`config.mk`:
```
export PLATFORM = sky130hd
export DESIGN_NAME = memory_stage
export DESIGN_NICKNAME = d
export VERILOG_FILES = /design/src/rtl/memory_stage.sv
export SDC_FILE = /design/constraint.sdc
export NUM_CORES = 1
export LEC_CHECK = 0
export CORE_UTILIZATION = 43
export CTS_CLUSTER_SIZE = 14
export DETAILED_ROUTE_END_ITERATION = 7
export GPL_TIMING_DRIVEN = 0
export PLACE_DENSITY = 0.82
export SKIP_LAST_GASP = 1
export SYNTH_ARGS = -nofsm -noshare
export SYNTH_HDL_FRONTEND = slang
export SYNTH_SLANG_ARGS = --single-unit
```
`constraint.sdc`:
```
create_clock -name clk -period 2.3 [get_ports clk]
set_clock_uncertainty 0.15 [all_clocks]
set_input_delay 0.345 -clock clk [delete_from_list [all_inputs] [get_ports clk]]
set_output_delay 0.345 -clock clk [all_outputs]
set_load 0.01 [all_outputs]
```
`src/rtl/memory_stage.sv`:
```
// memory_stage: single-access data-memory stage between execute and writeback.
// Byte-lane extraction and sign/zero extension of load data happen here.
module memory_stage #(
  localparam int ADDR_WIDTH = 32,
  localparam int DATA_WIDTH = 32,
  localparam int REGISTER_INDEXING_WIDTH = 5
) (
  input  logic                               clk,
  input  logic                               rst_n,
  output logic                               stall_prev,
  input  logic                               prev_done,
  input  logic                               next_stall,
  output logic                               done_next,
  input  logic [ADDR_WIDTH-1:0]              program_count_in,
  input  logic                               load_in,
  input  logic                               store_in,
  input  logic [2:0]                         funct_3_in,
  input  logic [DATA_WIDTH-1:0]              result_data_in,
  input  logic                               result_data_valid_in,
  input  logic [DATA_WIDTH-1:0]              memory_store_data_in,
  input  logic [REGISTER_INDEXING_WIDTH-1:0] write_register_in,
  input  logic                               write_register_valid_in,
  output logic                               mem_req_valid,
  input  logic                               mem_req_ready,
  output logic [ADDR_WIDTH-1:0]              mem_req_addr,
  output logic                               mem_req_write,
  output logic [DATA_WIDTH-1:0]              mem_req_wdata,
  output logic [3:0]                         mem_req_wstrb,
  input  logic                               mem_resp_valid,
  input  logic [DATA_WIDTH-1:0]              mem_resp_rdata,
  output logic [ADDR_WIDTH-1:0]              program_count_out,
  output logic [REGISTER_INDEXING_WIDTH-1:0] write_register_out,
  output logic                               write_register_valid_out,
  output logic [DATA_WIDTH-1:0]              result_data_out,
  output logic                               result_data_valid_out,
  output logic                               misaligned_out,
  output logic                               illegal_width_out
);

  typedef enum logic [1:0] {EMPTY, REQ, WAIT, FULL} state_t;

  typedef struct packed {
    logic [ADDR_WIDTH-1:0]              pc;
    logic                               load;
    logic                               store;
    logic [2:0]                         funct3;
    logic [DATA_WIDTH-1:0]              result;
    logic                               result_valid;
    logic [DATA_WIDTH-1:0]              sdata;
    logic [REGISTER_INDEXING_WIDTH-1:0] rd;
    logic                               rd_valid;
    logic                               misaligned;
    logic                               illegal;
  } held_t;

  state_t state, state_nxt;
  held_t  held, cap;

  logic transfer_prev, transfer_next;
  logic is_mem, legal, mis, go_req;
  logic [DATA_WIDTH-1:0] sh, ld_val, wdata;
  logic [3:0] wstrb;

  assign done_next     = (state == FULL);
  assign transfer_next = done_next && !next_stall;
  assign stall_prev    = !rst_n || (state == REQ) || (state == WAIT)
                       || ((state == FULL) && !transfer_next);
  assign transfer_prev = prev_done && !stall_prev;

  // Classify the incoming instruction before it is registered.
  always_comb begin
    is_mem = load_in || store_in;
    legal  = 1'b0;
    mis    = 1'b0;
    if (load_in)
      legal = funct_3_in inside {3'd0, 3'd1, 3'd2, 3'd4, 3'd5};
    else if (store_in)
      legal = funct_3_in inside {3'd0, 3'd1, 3'd2};
    unique case (1'b1)
      funct_3_in[1:0] == 2'd1: mis = result_data_in[0];
      funct_3_in[1:0] == 2'd2: mis = |result_data_in[1:0];
      default:                 mis = 1'b0;
    endcase
    go_req = is_mem && legal && !mis && result_data_valid_in;
    cap.pc           = program_count_in;
    cap.load         = load_in;
    cap.store        = store_in;
    cap.funct3       = funct_3_in;
    cap.result       = result_data_in;
    cap.result_valid = result_data_valid_in;
    cap.sdata        = memory_store_data_in;
    cap.rd           = write_register_in;
    cap.misaligned   = is_mem && legal && mis;
    cap.illegal      = is_mem && !legal;
    cap.rd_valid     = write_register_valid_in
                     && !cap.misaligned && !cap.illegal;
  end

  always_comb begin
    sh     = mem_resp_rdata >> {held.result[1:0], 3'b000};
    ld_val = mem_resp_rdata;
    unique case (1'b1)
      held.funct3 == 3'd0: ld_val = {{24{sh[7]}}, sh[7:0]};
      held.funct3 == 3'd1: ld_val = {{16{sh[15]}}, sh[15:0]};
      held.funct3 == 3'd4: ld_val = {24'd0, sh[7:0]};
      held.funct3 == 3'd5: ld_val = {16'd0, sh[15:0]};
      default:             ld_val = mem_resp_rdata;
    endcase
  end

  always_comb begin
    wdata = held.sdata;
    wstrb = 4'b1111;
    unique case (1'b1)
      held.funct3[1:0] == 2'd0: begin
        wdata = {4{held.sdata[7:0]}};
        wstrb = 4'b0001 << held.result[1:0];
      end
      held.funct3[1:0] == 2'd1: begin
        wdata = {2{held.sdata[15:0]}};
        wstrb = 4'b0011 << held.result[1:0];
      end
      default: begin
        wdata = held.sdata;
        wstrb = 4'b1111;
      end
    endcase
  end

  always_comb begin
    state_nxt = state;
    unique case (state)
      EMPTY: if (transfer_prev) state_nxt = go_req ? REQ : FULL;
      REQ:   if (mem_req_ready) state_nxt = held.store ? FULL : WAIT;
      WAIT:  if (mem_resp_valid) state_nxt = FULL;
      FULL: begin
        if (transfer_next)
          state_nxt = transfer_prev ? (go_req ? REQ : FULL) : EMPTY;
      end
      default: state_nxt = EMPTY;
    endcase
  end

  always_ff @(posedge clk or negedge rst_n) begin
    if (!rst_n) state <= EMPTY;
    else        state <= state_nxt;
  end

  always_ff @(posedge clk or negedge rst_n) begin
    if (!rst_n) begin
      held <= '0;
    end else if (transfer_prev) begin
      held <= cap;
    end else if (state == WAIT && mem_resp_valid) begin
      held.result       <= ld_val;
      held.result_valid <= 1'b1;
    end
  end

  assign mem_req_valid = (state == REQ);
  assign mem_req_addr  = mem_req_valid ? {held.result[ADDR_WIDTH-1:2], 2'b00} : '0;
  assign mem_req_write = mem_req_valid && held.store;
  assign mem_req_wdata = mem_req_write ? wdata : '0;
  assign mem_req_wstrb = mem_req_write ? wstrb : 4'b0000;

  assign program_count_out        = held.pc;
  assign write_register_out       = held.rd;
  assign write_register_valid_out = held.rd_valid;
  assign result_data_out          = held.result;
  assign result_data_valid_out    = held.result_valid;
  assign misaligned_out           = held.misaligned;
  assign illegal_width_out        = held.illegal;

endmodule

```
## Word level (Yosys, flattened, before mapping)

Index checks and enable logic that the tools add are counted.

- Equality and inequality tests: 17
- Shifts and indexed selects: 3
- Mux-type cells: 19
- Reductions and logical operators: 33

Operator list:

| cell | count |
|---|---|
| $pmux W32 S4 | 1 |
| $mux W33 | 2 |
| $mux W32 | 2 |
| $pmux W32 S2 | 1 |
| $shr A32 B5 Y16 | 1 |
| $eq A3 B3 Y1 const B | 4 |
| $logic_and A1 B1 Y1 | 12 |
| $mux W2 | 6 |
| $logic_not A1 Y1 | 8 |
| $pmux W2 S4 | 1 |
| $pmux W4 S2 | 1 |
| $eq A2 B1 Y1 const B | 3 |
| $eq A2 B2 Y1 const B | 3 |
| $eq A3 B1 Y1 const B | 2 |
| $logic_not A3 Y1 | 2 |
| $reduce_bool A5 Y1 | 1 |
| $logic_not A2 Y1 | 2 |
| $logic_or A1 B1 Y1 | 4 |
| $mux W4 | 1 |
| $ne A2 B1 Y1 const B | 2 |
| $ne A2 B2 Y1 const B | 2 |
| $reduce_and A4 Y1 | 1 |
| $shl A1 B2 Y4 const A | 1 |
| $shl A2 B2 Y4 const A | 1 |
| other kinds (6) | 8 |

- Flip-flop bits (word level): 111
- Input port bits: 146
- Output and inout bits: 145
- Logic and storage cells: 83

## Depth between registers and ports, before layout

- Depth after elaboration: 11
- Gate-level depth with buffers: 8

## Least setup slack after synthesis

OpenSTA, ideal clock, no wires.

- Path kind: register to output
- Start point: reg held[73] in the netlist's numbering
- End point: out mem_req_wdata[10]
- Data arrival time: 1531 ps
- Required time: 1805 ps
- Slack: 274 ps
- Stages on the path, launching flop included: 6
- Path buffers: 2
- Cells stage by stage: dfrtp_1 buf_1 or2_2 clkbuf_1 nand2_1 a21oi_1

- Longest elaborated chain between the ends: 3
- Elaborated cells on any way between the ends: 4

Ends and longest elaborated chain:

| item | RTL line | text |
|---|---|---|
| start: declaration | 57 | `held_t held, cap;` |
| start signal: assignment | 153 | `held <= cap;` |
| $eq A2 B1 Y1 / $logic_not A2 Y1 (equally long branches) | 119, 115 |  |
| $pmux W32 S2 (*) | 114 | `unique case (1'b1)` |
| $mux W32 (*) | 163 | `assign mem_req_wdata = mem_req_write ? wdata : '0;` |
| end: declaration | 27 | `output logic [DATA_WIDTH-1:0] mem_req_wdata,` |

Mark *: on every way between the ends. The rest lies on a longest branch, timed or not.

## Final worst setup path

- Start point: reg state[0]
- End point: out mem_req_addr[5]

- Longest elaborated chain between the ends: 2

Ends and longest elaborated chain:

| item | RTL line | text |
|---|---|---|
| start: declaration | 56 | `state_t state, state_nxt;` |
| start signal: assignment | 146 | `else state <= state_nxt;` |
| $eq A2 B1 Y1 | 160 | `assign mem_req_valid = (state == REQ);` |
| $mux W32 | 161 | `assign mem_req_addr = mem_req_valid ? {held.result[ADDR_WIDTH-1:2], 2'b00} : '0;` |
| end: declaration | 25 | `output logic [ADDR_WIDTH-1:0] mem_req_addr,` |

No other way between the ends.

==> impl_metrics.sql <==
INSERT INTO impl_metrics (metric_group, metric, value, unit) VALUES
('synth', 'synth.yosys.seq_area_share', '42.3', '%'),
('timing', 'finalHoldViolCount', '0', ''),
('finish', 'flow.area_growth_from_synthesis', '65.2', '%'),
('finish', 'antenna_cells', '0', ''),
('floorplan', 'placeableCoreArea', '0.0147', 'mm2'),
('timing', 'rsz0062_at_grt', 'true', ''),
('grt', 'grt_antenna_before_repair', '0', ''),
('clock_tree', 'clock_path_buffers', '2', ''),
('routing', 'routed_wirelength', '23900', 'um'),
('synth', 'synth_top_family_by_area', 'simple AND/OR/NAND/NOR gates', ''),
('grt', 'first_global_vias', '6685', ''),
('placed_design', 'portBuffers', '288', ''),
('flow_run', 'max_cap_violations', '0', ''),
('critical_path', 'max_stage_delay', '0.53', 'ns'),
('grt', 'grt.overflow.total', '0', ''),
('routing', 'drtIter0Drc', '480', ''),
('clock_tree', 'clock-sinks', '111', ''),
('synth', 'yosys_most_used_dff', 'sky130_fd_sc_hd__dfrtp_1', ''),
('synth', 'avgSynthCellArea', '8.41', 'um2'),
('synth', 'post_synthesis_cell_count', '781', ''),
('timing', 'max_freq', '407', 'MHz'),
('synth', 'ys_types', '53', ''),
('timing', 'tightestPinTransition', '0.561', 'ns'),
('synth', 'synth_compound_area_share', '14.4', '%'),
('floorplan', 'die-height', '126', 'um'),
('grt', 'gr-usage-all-layers', '30.1', '%'),
('synth', 'asyncSetResetFlopFracSynth', '100', '%'),
('clock_tree', 'tritoncts_clock_tree', 'done', ''),
('placed_design', 'dp.final_hpwl', '17200', 'um'),
('grt', 'maximum_number_of_pins_on_one_net_before_global_route_repair', '77', ''),
('routing', 'drt_first_pass_iters', '8', ''),
('synth', 'synthSimpleGateAreaFrac', '24.5', '%'),
('critical_path', 'worstSetupStartpointType', 'flip-flop', ''),
('critical_path', 'timing_worst_setup_path_type', 'reg -> out', ''),
('critical_path', 'worst_ep_arrival_time', '1.96', 'ns'),
('timing', 'final.setup.worst_slack', '-0.157', 'ns'),
('timing', 'post-route-period-util', '107', '%'),
('synth', 'xor_xnor_cell_area_share_of_the_yosys_netlist', '0', '%'),
('critical_path', 'timing.critical_path.fanout_max', '10', ''),
('critical_path', 'path_common_cell', 'sky130_fd_sc_hd__buf_6', ''),
('timing', 'report.final.slew_viol_count', '0', ''),
('synth', 'ys.warnings.count', '0', ''),
('placed_design', 'globalplace.congestion', '0.877', ''),
('routing', 'drc_errors', '23', ''),
('routing', 'via_to_cell_ratio', '5.30', ''),
('floorplan', 'fp-row-count', '44', ''),
('synth', 'synthAdderAreaFrac', '0.572', '%'),
('timing', 'slew_headroom', '62.6', '%'),
('clock_tree', 'latest_clock_arrival_within_the_worst_skew_pair', '0.36', 'ns'),
('timing', 'final_period_minus_worst_setup_slack', '2.46', 'ns'),
('timing', 'finalHoldWorstSlack', '0.315', 'ns'),
('finish', 'fillers', '1096', ''),
('finish', 'finalNonFillerCells', '1293', ''),
('critical_path', 'worstPathCellList', 'buf_6, nor2b_4, buf_6, and2_1, clkdlybuf4s50_1', ''),
('clock_tree', 'inserted_clock_buffers', '9', ''),
('synth', 'mapped_area', '0.00657', 'mm2'),
('synth', 'muxShareOfSynthArea', '6.04', '%'),
('timing', 'setup_viol', '35', ''),
('critical_path', 'required', '1.80', 'ns'),
('pwr', 'p_leak', '0.00513', 'uW'),
('clock_tree', 'htreeDepth', '3', ''),
('routing', 'avgRoutedWirePerCell', '18.5', 'um'),
('finish', 'num-nets-final', '1253', ''),
('clock_tree', 'clkSlewWorstSetupHoldPaths', '0.08', 'ns'),
('routing', 'routed-via-count', '6858', ''),
('finish', 'layout_cells_sized_above_1', '25.1', '%'),
('floorplan', 'die_width', '126', 'um'),
('clock_tree', 'cts.root.buffer_cell', 'sky130_fd_sc_hd__clkbuf_16', ''),
('floorplan', 'start_util', '44.7', '%'),
('critical_path', 'crit_path_top_delay_cell', 'sky130_fd_sc_hd__clkdlybuf4s50_1', ''),
('outcome', 'violations', 'design-rule violations, negative setup slack', ''),
('synth', 'synth_edf_count', '0', ''),
('critical_path', 'critical_path_capture_point_type', 'output port', ''),
('routing', 'antenna_left', '0', ''),
('hold_path', 'min_delay_worst_type', 'in -> reg', ''),
('placed_design', 'dp_cells', '1255', ''),
('synth', 'ys_ff_latch', '111', ''),
('pwr', 'vdd.ir_drop.worst', '536', 'uV'),
('grt', 'global_route_wire_length_before_repair', '36600', 'um'),
('floorplan', 'dieArea', '0.0158', 'mm2'),
('floorplan', 'io_pins', '291', ''),
('outcome', 'outcome', 'finished with violations', ''),
('pwr', 'power.density', '1200', 'mW/mm2');
-- synthesized netlist by cell type, types with 7 or more instances --
| library cell | instances | area share, % |
|---|---|---|
| sky130_fd_sc_hd__buf_4 | 71 | 8.1 |
| sky130_fd_sc_hd__nor2b_1 | 7 | 0.67 |
| sky130_fd_sc_hd__mux2i_1 | 34 | 5.2 |
| sky130_fd_sc_hd__clkbuf_1 | 33 | 1.9 |
| sky130_fd_sc_hd__buf_2 | 15 | 1.1 |
| sky130_fd_sc_hd__a22o_1 | 16 | 2.1 |
| sky130_fd_sc_hd__and3_1 | 8 | 0.76 |
| sky130_fd_sc_hd__and2_1 | 31 | 3.0 |
| sky130_fd_sc_hd__o221ai_1 | 9 | 1.2 |
| sky130_fd_sc_hd__a211o_2 | 10 | 1.5 |
| sky130_fd_sc_hd__a21oi_1 | 35 | 2.7 |
| sky130_fd_sc_hd__nor3_1 | 10 | 0.76 |
| sky130_fd_sc_hd__nand2_1 | 244 | 14 |
| sky130_fd_sc_hd__a2bb2oi_1 | 8 | 1.1 |
| sky130_fd_sc_hd__dfrtp_1 | 111 | 42 |
| sky130_fd_sc_hd__nor2_1 | 43 | 2.5 |
| sky130_fd_sc_hd__o21ai_0 | 9 | 0.69 |
| sky130_fd_sc_hd__nand3b_1 | 8 | 0.91 |
-- kinds of logic after synthesis --
| logic type | after synthesis |
|---|---|
| AND/OR/NAND/NOR | 370 |
| adder cells (fa/ha/maj) | 3 |
| AO/OA/AOI/OAI | 127 |
| buffers and inverters | 132 |
| multiplexers | 37 |
| other | 1 |
| flip-flops | 111 |
-- report_power, final --
part	total, uW	internal (uW)	switching (uW)
logic	7830	4260	3570
registers	3570	2860	710
clock network	1580	784	794
-- state kept, by name, summed over array words and instances, names as in the netlist --
signal and count:
result_data_out 32, held 36, misaligned_out 1, result_data_valid_out 1, state 2, illegal_width_out 1, write_register_out 5, write_register_valid_out 1
program_count_out 32
-- metrics by stage --
step	instance area, um2	TNS (ns)	setup slack, ns	utilization, %	total power [uW]
after floorplan	6570	0	0.274	-	7320
after global placement	9680	-994.78	-5.11	65.9	10100
after detailed placement	9710	-75.64	-0.944	66.1	10200
after CTS	10300	-5.14	-0.183	70.0	12300
after global routing	10800	-5.49	-0.216	73.8	13700
final	10800	-3.39	-0.157	73.8	13000
-- layer usage --
| metal | GRT usage (%) | share of wire [%] | up-vias |
|---|---|---|---|
| met4 | 13.2 | 3.0 | 0 |
| met1 | 37.3 | 38 | 3283 |
| met3 | 6.25 | 9.3 | 48 |
| li1 | - | - | 3198 |
| met5 | 0 | 0 | - |
| met2 | 50.5 | 49 | 329 |
-- worst paths after layout --
path                            slack (ns)  cells past startpoint                     to                 start
min in group asynchronous             0.54                      3  program_count_out[31]                 rst_n
worst max register to register        0.06                      8                held[9]              state[1]
worst min register to register        0.33                      2   program_count_out[0]  program_count_out[0]
worst min-delay path                  0.31                      5    result_data_out[13]                 rst_n
worst max-delay path                 -0.16                      5        mem_req_addr[5]              state[0]
max in group asynchronous             1.05                      3    result_data_out[19]                 rst_n
-- worst max-delay path: cells and delay by family (launching register included) --
| family | cells | cell delay, ns |
|---|---|---|
| DFF | 1 | 0.39 |
| and+or+nand+nor | 2 | 0.39 |
| buffers and inverters | 3 | 0.82 |
-- repair_timing --
item / 4_1_cts / 5_1_grt
pin swaps: 1 / 12
hold buffers: 2 / 0
endpoints found under the hold margin: 35 / 0
setup endpoints to repair: 163 / 156
gates resized for setup: 223 / 205
gates cloned: 2 / 2
buffers inserted: 13 / 8
-- layout make-up --
| type | count | area [um2] | area share [%] |
|---|---|---|---|
| Tap cell | 184 | 230 | 2.12 |
| Multi-Input combinational cell | 539 | 3330 | 30.7 |
| Timing Repair Buffer | 316 | 3230 | 29.7 |
| Sequential cell | 111 | 2780 | 25.6 |
| Clock buffer | 10 | 239 | 2.20 |
| Buffer | 122 | 965 | 8.89 |
| Inverter | 5 | 23.8 | 0.219 |
| Clock inverter | 6 | 52.6 | 0.484 |
-- cell usage in the layout, fill, tap and decap left out, types with 3 or more instances in the layout --
cell type,instances
sky130_fd_sc_hd__nand3_1,5
sky130_fd_sc_hd__a211o_1,6
sky130_fd_sc_hd__clkbuf_2,3
sky130_fd_sc_hd__mux2i_1,34
sky130_fd_sc_hd__ha_1,3
sky130_fd_sc_hd__a2bb2oi_1,8
sky130_fd_sc_hd__a21oi_2,4
sky130_fd_sc_hd__dlymetal6s2s_1,4
sky130_fd_sc_hd__clkbuf_16,12
sky130_fd_sc_hd__buf_8,4
sky130_fd_sc_hd__nor2b_1,6
sky130_fd_sc_hd__a211o_2,10
sky130_fd_sc_hd__a21oi_1,25
sky130_fd_sc_hd__a22o_1,16
sky130_fd_sc_hd__and3_4,7
sky130_fd_sc_hd__clkbuf_4,8
sky130_fd_sc_hd__nor3_1,10
sky130_fd_sc_hd__dfrtp_1,111
sky130_fd_sc_hd__a21oi_4,7
sky130_fd_sc_hd__nand2b_1,4
sky130_fd_sc_hd__o21ai_0,8
sky130_fd_sc_hd__o211ai_1,5
sky130_fd_sc_hd__and2_1,20
sky130_fd_sc_hd__clkbuf_1,9
sky130_fd_sc_hd__and2_4,12
sky130_fd_sc_hd__buf_12,6
sky130_fd_sc_hd__nor2_4,19
sky130_fd_sc_hd__inv_1,4
sky130_fd_sc_hd__buf_2,20
sky130_fd_sc_hd__clkdlybuf4s50_1,234
sky130_fd_sc_hd__o221ai_1,8
sky130_fd_sc_hd__buf_6,48
sky130_fd_sc_hd__buf_4,94
sky130_fd_sc_hd__nor2_1,24
sky130_fd_sc_hd__nand3b_1,8
sky130_fd_sc_hd__nand2_1,243
sky130_fd_sc_hd__a221oi_1,6
(Power assumes the default switching activity.)
==> variant, RTL diff (same settings) <==
The localparam `ADDR_WIDTH` goes from 32 to 16.
--- a/src/rtl/memory_stage.sv
+++ b/src/rtl/memory_stage.sv
@@ -1,7 +1,7 @@
 // memory_stage: single-access data-memory stage between execute and writeback.
 // Byte-lane extraction and sign/zero extension of load data happen here.
 module memory_stage #(
-  localparam int ADDR_WIDTH = 32,
+  localparam int ADDR_WIDTH = 16,
   localparam int DATA_WIDTH = 32,
   localparam int REGISTER_INDEXING_WIDTH = 5
 ) (
Ports: changed (resized mem_req_addr, program_count_in and program_count_out); port bits go from 291 to 243. The function was not compared with the original's and may differ.
==> variant against the unedited design <==
The run ends with setup timing left; count of clock-buffer cells in the layout stayed put; sequential cell count is 16 lower; synthesized area is 12% lower; combinational power is 22% lower; wire length is 13% lower; setup slack better by 0.11 ns; total power is 17% lower; critical path depth stayed put; non-clock buffer count is 83 lower; cell count is 13% lower; final area is 18% lower; sequential power is 15% lower; critical path type unchanged.
==> variant: results (changes against the unedited design) <==
Hold Path Class: register to register
vias in the first global route: 5833 (-13%)
placed insts: 1093 (-13%)
Yosys cell types: 50 (-5.7%)
final setup vio count: 5 (-86%)
Setup crit end: mem_req_wdata[23]
gpl congestion: 0.894 (+1.9%)
outcome: complete, but fails checks
violated checks: setup timing
worst r2r dst: result_data_out[13]
sequential element share of the synthesized area: 41.3% (-1.0 points)
DRT Wirelength: 20.9 mm (-13%)
DP Area: 0.00840 sq mm (-13%)
clock share of power: 15.1% (+2.9 points)
fraction of registers with async set or reset after synthesis: 100% (unchanged)
initial drt markers: 389 (-19%)
P_leak: 4.34 nW (-15%)
relative slew slack: 59.4% (-3.2 points)
top cells by area, synth: dfrtp_1, nand2_1, buf_4, mux2i_1, a21oi_1
area share of fa/ha/maj cells after synthesis: 0.652% (+0.080 points)
worst setup path startpoint: held[74]
final setup TNS: -0.0880 ns (+3.30 ns)
Filler Cell Count: 1049 (-4.3%)
Worst R2R Path Depth: 7 (-1)
maximum vdd drop: 0.616 mV (+15%)
vias post-DR: 5976 (-13%)
Synth Instances: 679 (-13%)
first-pass GRT wire length: 32.2 mm (-12%)
max incr delay on CP: 0.37 ns (-0.16 ns)
Worst R2R Setup Slack: 0.11 ns (+0.05 ns)
Largest Register: held
Layout Nets: 1076 (-14%)
data arrival time of the critical path: 1.85 ns (-0.11 ns)
final worst setup slack: -0.0430 ns (+0.114 ns)
P_comb: 0.00614 W (-22%)
layout cell share with drive strength beyond 1: 20.0% (-5.0 points)
Total Power: 0.0108 W (-17%)
port buffer count: 240 (-17%)
All-Layer GR Usage: 30.1% (about the same)
Slowest-stage cell, CP: dfrtp_1
initial antenna violation count: 1 (+1)
DP HPWL: 15.0 mm (-12%)
## variant: cell types whose count changed after synthesis, sizes merged, moves of 10 or more
cell	unedited run	this run
buf	94	81
dfrtp	111	95
and2	32	16
nand2	244	195
clkbuf	33	23
## variant: cell type report
| type | instances | area [sq um] | share of cell area [%] |
|---|---|---|---|
| Clock inverter | 6 | 85.1 | 0.951 |
| Inverter | 7 | 26.3 | 0.294 |
| Antenna cell | 1 | 2.50 | 0.0280 |
| Clock buffer | 10 | 229 | 2.56 |
| Tap cell | 172 | 215 | 2.41 |
| Sequential cell | 95 | 2380 | 26.6 |
| Multi-Input combinational cell | 475 | 2800 | 31.3 |
| Buffer | 101 | 778 | 8.70 |
| Timing Repair Buffer | 254 | 2430 | 27.2 |
## variant: metal layers
| layer | GRT usage [%] | up-vias | part of all wire (%) |
|---|---|---|---|
| li1 | - | 2802 | - |
| met1 | 37.4 | 2819 | 41 |
| met4 | 11.9 | 0 | 2.2 |
| met2 | 50.0 | 322 | 48 |
| met3 | 7.46 | 33 | 9.2 |
| met5 | 0 | - | 0 |
## variant: how the worst min path moves through the flow
stage	from	end	cells after the start	slack (ns)
final	write_register_out[2]	write_register_out[2]	2	0.33
after detailed placement	rst_n	program_count_out[14]	1	0.23
after global routing	program_count_out[10]	program_count_out[10]	2	0.36
after global placement	held[39]	held[39]	2	0.31
after CTS	held[27]	held[27]	2	0.33
after floorplan	rst_n	held[10]	0	-0.10
## variant: cells by family after synthesis
kind of cell | after synthesis
muxes | 37
AOI/OAI and AO/OA | 133
and+or+nand+nor | 299
adders and majority gates | 3
buffers and inverters | 111
other | 1
DFF | 95
## variant: what timing repair did
action,in CTS,in global routing
setup buffers,5,2
pin swaps,0,1
gates resized for setup,161,40
cloned,2,3
hold buffers,2,0
endpoints found under the hold margin,39,0
setup endpoints to repair,73,70
